==> config.mk <==
export PLATFORM = sky130hd
export DESIGN_NAME = fetch_stage_flat
export DESIGN_NICKNAME = d
export VERILOG_FILES = /design/src/rtl/fetch_stage_if.sv /design/src/rtl/fetch_stage.sv /design/src/flat_wrapper.sv
export SDC_FILE = /design/constraint.sdc
export NUM_CORES = 1
export LEC_CHECK = 0
export CAP_MARGIN = 25
export CORE_MARGIN = 2
export CORE_UTILIZATION = 45
export CTS_BUF_LIST = sky130_fd_sc_hd__clkbuf_4 sky130_fd_sc_hd__clkbuf_8
export DETAILED_ROUTE_END_ITERATION = 6
export PLACE_DENSITY_LB_ADDON = 0.25
export REMOVE_ABC_BUFFERS = 1
export SLEW_MARGIN = 20
export SYNTH_ARGS = -nofsm -noshare
export SYNTH_HDL_FRONTEND = slang
export SYNTH_SLANG_ARGS = --single-unit
==> constraint.sdc <==
create_clock -name clk -period 3.51 [get_ports clk]
set_input_delay 0.8775 -clock clk [delete_from_list [all_inputs] [get_ports clk]]
set_output_delay 0.8775 -clock clk [all_outputs]
set_load 0.005 [all_outputs]
==> src/rtl/fetch_stage_if.sv <==
// Instruction-memory request bus between the fetch stage (master) and the
// instruction memory (slave).
interface fetch_stage_if;
    logic        Imem_Req;
    logic [31:0] Imem_Addr;
    logic [31:0] Imem_Rdata;
    logic        Imem_Ready;

    modport master (
        output Imem_Req,
        output Imem_Addr,
        input  Imem_Rdata,
        input  Imem_Ready
    );

    modport slave (
        input  Imem_Req,
        input  Imem_Addr,
        output Imem_Rdata,
        output Imem_Ready
    );
endinterface

==> src/rtl/fetch_stage.sv <==
// Pipeline fetch stage: PC register, instruction-memory request FSM, one-entry
// hold buffer for stalled words, deferred redirect, and the IF/ID register.
module fetch_stage #(
    parameter logic [31:0] RESET_PC  = 32'h0000_0000,
    parameter logic [31:0] NOP_INSTR = 32'h0000_0013
) (
    input  logic                 clk,
    input  logic                 rst_n,
    input  logic                 StallF,
    input  logic                 StallD,
    input  logic                 FlushD,
    input  logic                 PCSrc_E,
    input  logic [31:0]          PC_Target_E,
    fetch_stage_if.master        imem,
    output logic [31:0]          Instr_D,
    output logic [31:0]          PC_D,
    output logic [31:0]          PCPlus4_D,
    output logic                 Valid_D
);

    typedef enum logic [1:0] {
        BOOT = 2'd0,
        REQ  = 2'd1,
        WAIT = 2'd2
    } state_e;

    state_e      state_q, state_d;
    logic [31:0] pc_q, pc_d;
    logic [31:0] hold_q, hold_d;
    logic        hold_vld_q, hold_vld_d;
    logic        pend_q, pend_d;
    logic [31:0] pend_tgt_q, pend_tgt_d;
    logic [31:0] instr_q, instr_d;
    logic [31:0] pcd_q, pcd_d;
    logic [31:0] pcp4_q, pcp4_d;
    logic        vld_q, vld_d;

    logic        req_s;
    logic        done_s;
    logic        outstanding_s;
    logic [31:0] tgt_s;
    logic        deliver_s;
    logic [31:0] word_s;
    logic        consume_s;

    // Request/handshake decode and selection of the word offered to decode.
    always_comb begin
        req_s         = (state_q != BOOT) && !hold_vld_q;
        done_s        = req_s && imem.Imem_Ready;
        outstanding_s = req_s && !imem.Imem_Ready;
        tgt_s         = {PC_Target_E[31:2], 2'b00};
        // A word returning for a redirected-away PC is never offered.
        if (hold_vld_q) begin
            deliver_s = !PCSrc_E;
            word_s    = hold_q;
        end else begin
            deliver_s = done_s && !pend_q && !PCSrc_E;
            word_s    = imem.Imem_Rdata;
        end
        consume_s = deliver_s && !StallF && !StallD && !FlushD;
    end

    // Next-state for FSM, PC, hold buffer and deferred redirect.
    always_comb begin
        state_d    = state_q;
        pc_d       = pc_q;
        hold_d     = hold_q;
        hold_vld_d = hold_vld_q;
        pend_d     = pend_q;
        pend_tgt_d = pend_tgt_q;
        case (state_q)
            BOOT:    state_d = REQ;
            REQ:     state_d = outstanding_s ? WAIT : REQ;
            WAIT:    state_d = imem.Imem_Ready ? REQ : WAIT;
            default: state_d = BOOT;
        endcase
        // PC must stay put while a request is in flight, so redirects wait.
        if (PCSrc_E && outstanding_s) begin
            pend_d     = 1'b1;
            pend_tgt_d = tgt_s;
        end else if (PCSrc_E) begin
            pc_d       = tgt_s;
            hold_vld_d = 1'b0;
            pend_d     = 1'b0;
        end else if (done_s && pend_q) begin
            pc_d   = pend_tgt_q;
            pend_d = 1'b0;
        end else if (consume_s) begin
            pc_d       = pc_q + 32'd4;
            hold_vld_d = 1'b0;
        end else if (done_s) begin
            hold_d     = imem.Imem_Rdata;
            hold_vld_d = 1'b1;
        end else begin
            hold_vld_d = hold_vld_q;
        end
    end

    // IF/ID next value: flush beats stall, stall beats load.
    always_comb begin
        instr_d = instr_q;
        pcd_d   = pcd_q;
        pcp4_d  = pcp4_q;
        vld_d   = vld_q;
        if (FlushD) begin
            instr_d = NOP_INSTR;
            pcd_d   = 32'd0;
            pcp4_d  = 32'd0;
            vld_d   = 1'b0;
        end else if (StallD) begin
            vld_d = vld_q;
        end else if (consume_s) begin
            instr_d = word_s;
            pcd_d   = pc_q;
            pcp4_d  = pc_q + 32'd4;
            vld_d   = 1'b1;
        end else begin
            instr_d = NOP_INSTR;
            vld_d   = 1'b0;
        end
    end

    // State registers.
    always_ff @(posedge clk or negedge rst_n) begin
        if (!rst_n) begin
            state_q    <= BOOT;
            pc_q       <= RESET_PC;
            hold_q     <= 32'd0;
            hold_vld_q <= 1'b0;
            pend_q     <= 1'b0;
            pend_tgt_q <= 32'd0;
            instr_q    <= NOP_INSTR;
            pcd_q      <= 32'd0;
            pcp4_q     <= 32'd0;
            vld_q      <= 1'b0;
        end else begin
            state_q    <= state_d;
            pc_q       <= pc_d;
            hold_q     <= hold_d;
            hold_vld_q <= hold_vld_d;
            pend_q     <= pend_d;
            pend_tgt_q <= pend_tgt_d;
            instr_q    <= instr_d;
            pcd_q      <= pcd_d;
            pcp4_q     <= pcp4_d;
            vld_q      <= vld_d;
        end
    end

    assign imem.Imem_Req  = req_s;
    assign imem.Imem_Addr = pc_q;
    assign Instr_D        = instr_q;
    assign PC_D           = pcd_q;
    assign PCPlus4_D      = pcp4_q;
    assign Valid_D        = vld_q;

endmodule

==> src/flat_wrapper.sv <==
// flat-port wrapper written by rule: the top's interface ports become plain ports
module fetch_stage_flat 
#(
    parameter logic [31:0] RESET_PC  = 32'h0000_0000,
    parameter logic [31:0] NOP_INSTR = 32'h0000_0013
)
  (clk, rst_n, StallF, StallD, FlushD, PCSrc_E, PC_Target_E, Instr_D, PC_D, PCPlus4_D, Valid_D, imem_Imem_Req, imem_Imem_Addr, imem_Imem_Rdata, imem_Imem_Ready);
  fetch_stage_if imem_i ();
  input  logic clk;
  input  logic rst_n;
  input  logic StallF;
  input  logic StallD;
  input  logic FlushD;
  input  logic PCSrc_E;
  input  logic [31:0] PC_Target_E;
  output logic [31:0] Instr_D;
  output logic [31:0] PC_D;
  output logic [31:0] PCPlus4_D;
  output logic Valid_D;
  output wire logic [$bits(imem_i.Imem_Req)-1:0] imem_Imem_Req;
  output wire logic [$bits(imem_i.Imem_Addr)-1:0] imem_Imem_Addr;
  input wire logic [$bits(imem_i.Imem_Rdata)-1:0] imem_Imem_Rdata;
  input wire logic [$bits(imem_i.Imem_Ready)-1:0] imem_Imem_Ready;
  assign imem_Imem_Req = imem_i.Imem_Req;
  assign imem_Imem_Addr = imem_i.Imem_Addr;
  assign imem_i.Imem_Rdata = imem_Imem_Rdata;
  assign imem_i.Imem_Ready = imem_Imem_Ready;
  fetch_stage #(.RESET_PC(RESET_PC), .NOP_INSTR(NOP_INSTR)) u_core (.clk(clk), .rst_n(rst_n), .StallF(StallF), .StallD(StallD), .FlushD(FlushD), .PCSrc_E(PCSrc_E), .PC_Target_E(PC_Target_E), .imem(imem_i), .Instr_D(Instr_D), .PC_D(PC_D), .PCPlus4_D(PCPlus4_D), .Valid_D(Valid_D));
endmodule
* Yosys cells after proc, flatten, opt, wreduce, memory -nomap -nowiden *
Index checks and enable logic that the tools add are counted.

cells by class
  add/subtract/negate cells = 1
  equal/unequal tests = 4
  multiplexer cells = 26
  bitwise operators = 4
  reductions and logical operators = 27

operator list
  kind                     count
  $mux W32                 12
  $add A32 B3 Y32 const B  1
  $mux W1                  11
  $logic_and A1 B1 Y1      10
  $reduce_bool A3 Y1       3
  $logic_not A1 Y1         7
  $pmux W2 S3              1
  $reduce_and A5 Y1        1
  $mux W2                  2
  $not A1 Y1               4
  $reduce_and A2 Y1        2
  $reduce_bool A2 Y1       2
  $reduce_and A3 Y1        1
  $eq A2 B1 Y1 const B     1
  $eq A2 B2 Y1 const B     1
  $logic_not A2 Y1         1
  $ne A2 B1 Y1 const B     1
  $ne A2 B2 Y1 const B     1

word-level totals
  register bits = 195
  input port bits = 71
  output and inout port bits = 130

* Longest topological paths before layout *
  word-level depth = 12
  depth in mapped cells = 9
  mapped depth without buffers = 6

* Least setup slack after synthesis *
OpenSTA, ideal clock, no wires.

  kind = input -> register
  start = input FlushD
  end = register u_core.hold_q[10]
  setup time = 0.127 ns
  arrival = 2.411 ns
  slack = 0.972 ns
  stages on the path = 6
  path buffers = 2
  path through = or4_4 nor2_2 or4_1 buf_2 buf_6 mux2_1

between the ends
  longest elaborated chain between the ends = 4

RTL lines
  item                         RTL line            text
  start, declared              flat_wrapper.sv:13  input logic FlushD;
  $logic_not A1 Y1             fetch_stage.sv:60   consume_s = deliver_s && !StallF && !StallD && !FlushD;
  $logic_and A1 B1 Y1          fetch_stage.sv:60
  $not A1 Y1 (no line)         -
  $reduce_and A5 Y1 (no line)  -
  end signal, assigned         fetch_stage.sv:139  hold_q <= hold_d;
  end, declared                fetch_stage.sv:29   logic [31:0] hold_q, hold_d;

No other way between the ends.
A chain may end at the register's enable or synchronous reset.

* Worst setup path after layout *
  start = register u_core.state_q[1]
  end = output imem_Imem_Req

between the ends
  longest elaborated chain between the ends = 2

RTL lines
  item                    RTL line            text
  start, declared         fetch_stage.sv:27   state_e state_q, state_d;
  start signal, assigned  fetch_stage.sv:137  state_q <= state_d;
  $reduce_bool A2 Y1      fetch_stage.sv:48   req_s = (state_q != BOOT) && !hold_vld_q;
  $logic_and A1 B1 Y1     fetch_stage.sv:48
  end, declared           flat_wrapper.sv:20  output wire logic [$bits(imem_i.Imem_Req)-1:0] imem_Imem_Req;

No other way between the ends.

==> impl_metrics.py <==
metrics = {
    "status": {
        "status": "finished clean",
    },
    "finish": {
        "syn_to_final_growth_pct": 30.0,
        "mostFrequentLayoutCell": "clkdlybuf4s50_1",
        "final_cell_mix": "clkdlybuf4s50_1 (194), nand2_1 (190), dfrtp_1 (186), o21ai_0 (79), mux2i_1 (36)",
        "nNetsFinal": 1120,
        "final_util": 0.593,
        "finalInstanceArea_um2": 11500,
        "drive_above_1_share": 0.0849,
        "n_antenna_cell": 0,
    },
    "logic_synthesis": {
        "synth_top_area_share": 0.528,
        "ys_seq_area_frac": 0.537,
        "syn_area_um2": 8850,
        "yosys_most_used_dff": "dfrtp_1",
        "yosysUniqueCellTypes": 62,
        "synth-edff-count": 0,
        "yosys.area.top_type": "dfrtp_1",
        "synth-seq-cells": 190,
        "syn_avg_cell_area_um2": 10.1,
        "synth_warnings": 0,
        "ys_async_sr_fraction": 1.00,
        "synthTopCellsByArea": "dfrtp_1 (53%), nand2_1 (8.1%), o21ai_0 (4.5%), mux2i_1 (4.1%), mux2_1 (3.8%)",
        "synth_cells": 877,
    },
    "clock_tree": {
        "cts_setup_buffers": 0,
        "cts_tree": "yes",
        "cts_root_buf": "clkbuf_8",
        "clkLatencyLatePin_ns": 0.47,
        "cts_resized": 0,
        "clockBufferDepth": 2,
        "clk_pin_slew_ns": 0.09,
        "cts_hold_buf": 0,
        "cts_made_buffers": 17,
        "cts_sinks": 190,
        "cts_max_level": 4,
    },
    "global_routing": {
        "grt_use_total": 0.235,
        "grt_pass1_vias": 7267,
        "antenna_found_initial": 0,
        "grt_pass1_wl_um": 38100,
        "grt_max_degree": 79,
        "overflow": 0,
    },
    "floorplanning": {
        "coreArea_um2": 19400,
        "top_level_ports": 201,
        "die_area_um2": 20800,
        "initial_core_util": 0.456,
        "rows": 51,
        "die_w_um": 144,
        "chipHeight_um": 144,
    },
    "sta": {
        "fmax_mhz": 343,
        "drv_slew": 0,
        "tightest_slew_ns": 0.669,
        "holdWs_ns": 0.441,
        "slew_headroom": 0.550,
        "post-route-min-period_ns": 2.92,
        "fin_skew_ns": 0.0136,
        "rsz0062_at_grt": "no",
        "setup_viol": 0,
        "final_hold_viol_count": 0,
        "layout_worst_path_cycle_share": 0.831,
    },
    "routing": {
        "vias_per_cell": 5.47,
        "dr.pass1.iters": 5,
        "drc": 0,
        "wl_per_cell_um": 18.0,
        "drt_iter0_drc": 436,
        "ant_nets": 0,
        "wl_um": 23900,
        "num_vias": 7243,
    },
    "power_and_ir_drop": {
        "clockPowerShare": 0.215,
        "p_total_mw": 6.88,
        "power.internal_mw": 4.53,
        "p_leak_nw": 4.94,
        "combPwrFrac": 0.305,
        "p_sw_mw": 2.35,
        "swShare": 0.341,
        "vdd_drop_max_mv": 0.342,
        "seqPwrFrac": 0.480,
        "cellPowerDensity_nw_per_um2": 598,
    },
    "place": {
        "postPlaceCellArea_um2": 11100,
        "place_congestion": 0.815,
        "io_buffers": 196,
        "dp_hpwl_um": 15900,
    },
    "worst_setup_path": {
        "critical_path_class": "flop to output port",
        "worstPathArrival_ns": 2.04,
        "crit_required_ns": 2.63,
        "cp_slowest_cell": "clkdlybuf4s50_1",
        "cp-start-kind": "flop",
        "cp_cell_sequence": "o21bai_1 -> inv_1 -> buf_4 -> clkdlybuf4s50_1",
        "critPathCaptureType": "output port",
        "crit_path_max_incr_delay_ns": 0.46,
        "critPathMaxFanout": 11,
    },
    "flow_run": {
        "max_cap_violations": 0,
    },
    "worst_hold_path": {
        "hold_path.class": "primary input to asynchronous set/reset pin",
    },
}
layout make-up:
type	instances	area [um2]
Clock buffer	22	290
Clock inverter	9	111
Fill cell	1715	7890
Inverter	14	52.6
Multi-Input combinational cell	604	3760
Sequential cell	190	4760
Tap cell	265	332
Timing Repair Buffer	221	2210
cell usage after synthesis (all sizes together), types with 5 or more instances:
cell,number
o21ai,84
o31ai,14
dfrtp,187
nand2,191
and2,12
a22o,33
o31a,5
buf,27
mux2i,36
a211oi,8
a21oi,13
o22ai,6
nor4,5
nand4,10
nor3,13
clkbuf,43
inv,14
mux2,38
xnor2,18
xor2,8
a31oi,14
nand3,22
and3,7
nor2,27
metal layers:
metal | track usage | vias to the layer above | part of all wire
met2 | 0.378 | 244 | 0.47
met3 | 0.0523 | 26 | 0.070
li1 | - | 3391 | -
met1 | 0.314 | 3582 | 0.45
met4 | 0.0823 | 0 | 0.017
met5 | 0 | - | 0
critical path: cells and delay by family (launching register included):
family	cells	cell delay, ns
compound gates	1	0.41
buf+inv	3	0.74
flops	1	0.43
flip-flops by register name, indices dropped and copies added, names as in the netlist:
| register | flops |
|---|---|
| u_core.PC_D | 30 |
| u_core.pend_tgt_q | 30 |
| u_core.hold_vld_q | 1 |
| u_core.Valid_D | 1 |
| u_core.imem.Imem_Addr | 30 |
| u_core.pend_q | 1 |
| u_core.state_q | 2 |
| u_core.Instr_D | 32 |
| u_core.hold_q | 32 |
| u_core.PCPlus4_D | 31 |
path summary, 6_finish.rpt:
check	to	from	depth (start not counted)	slack, ns
worst min-delay path	u_core.Instr_D[22]$_DFFE_PN0P_	rst_n	1	0.44
worst min register to register	u_core.Instr_D[3]$_DFFE_PN0P_	u_core.Instr_D[3]$_DFFE_PN0P_	2	0.48
worst max-delay path	imem_Imem_Req	u_core.state_q[1]$_DFF_PN0_	4	0.59
worst max register to register	u_core.imem.Imem_Addr[27]$_DFFE_PN0P_	u_core.imem.Imem_Addr[4]$_DFFE_PN0P_	5	1.04
max in group asynchronous	u_core.imem.Imem_Addr[27]$_DFFE_PN0P_	rst_n	2	2.29
min in group clk	u_core.Instr_D[3]$_DFFE_PN0P_	u_core.Instr_D[3]$_DFFE_PN0P_	2	0.48
power groups by stage:
stage               Combinational [mW]  Clock [mW]  Sequential (mW)
global placement                  2.06           0             3.30
CTS                               2.12        1.51             3.29
detailed placement                2.11           0             3.33
floorplan                         1.12           0             3.24
finish                            2.10        1.48             3.30
global route                      2.32        1.59             3.39
through the flow:
stage          worst slack, ns  TNS [ns]  instances
3_3_place_gp             0.267         0       1293
3_5_place_dp             0.211         0       1293
4_1_cts                  0.561         0       1324
6_report                 0.594         0       1325
2_1_floorplan            -1.29    -64.23        808
5_1_grt                  0.492         0       1325
kinds of logic after synthesis:
logic type,share of synthesized area
AND/OR/NAND/NOR,0.156
flip-flops,0.537
AO/OA/AOI/OAI,0.148
adder cells (fa/ha/maj),0.00141
other,0.000424
buffers and inverters,0.0422
multiplexers,0.0890
XOR/XNOR,0.0257
Note: power is estimated with default switching activity, not from simulation.
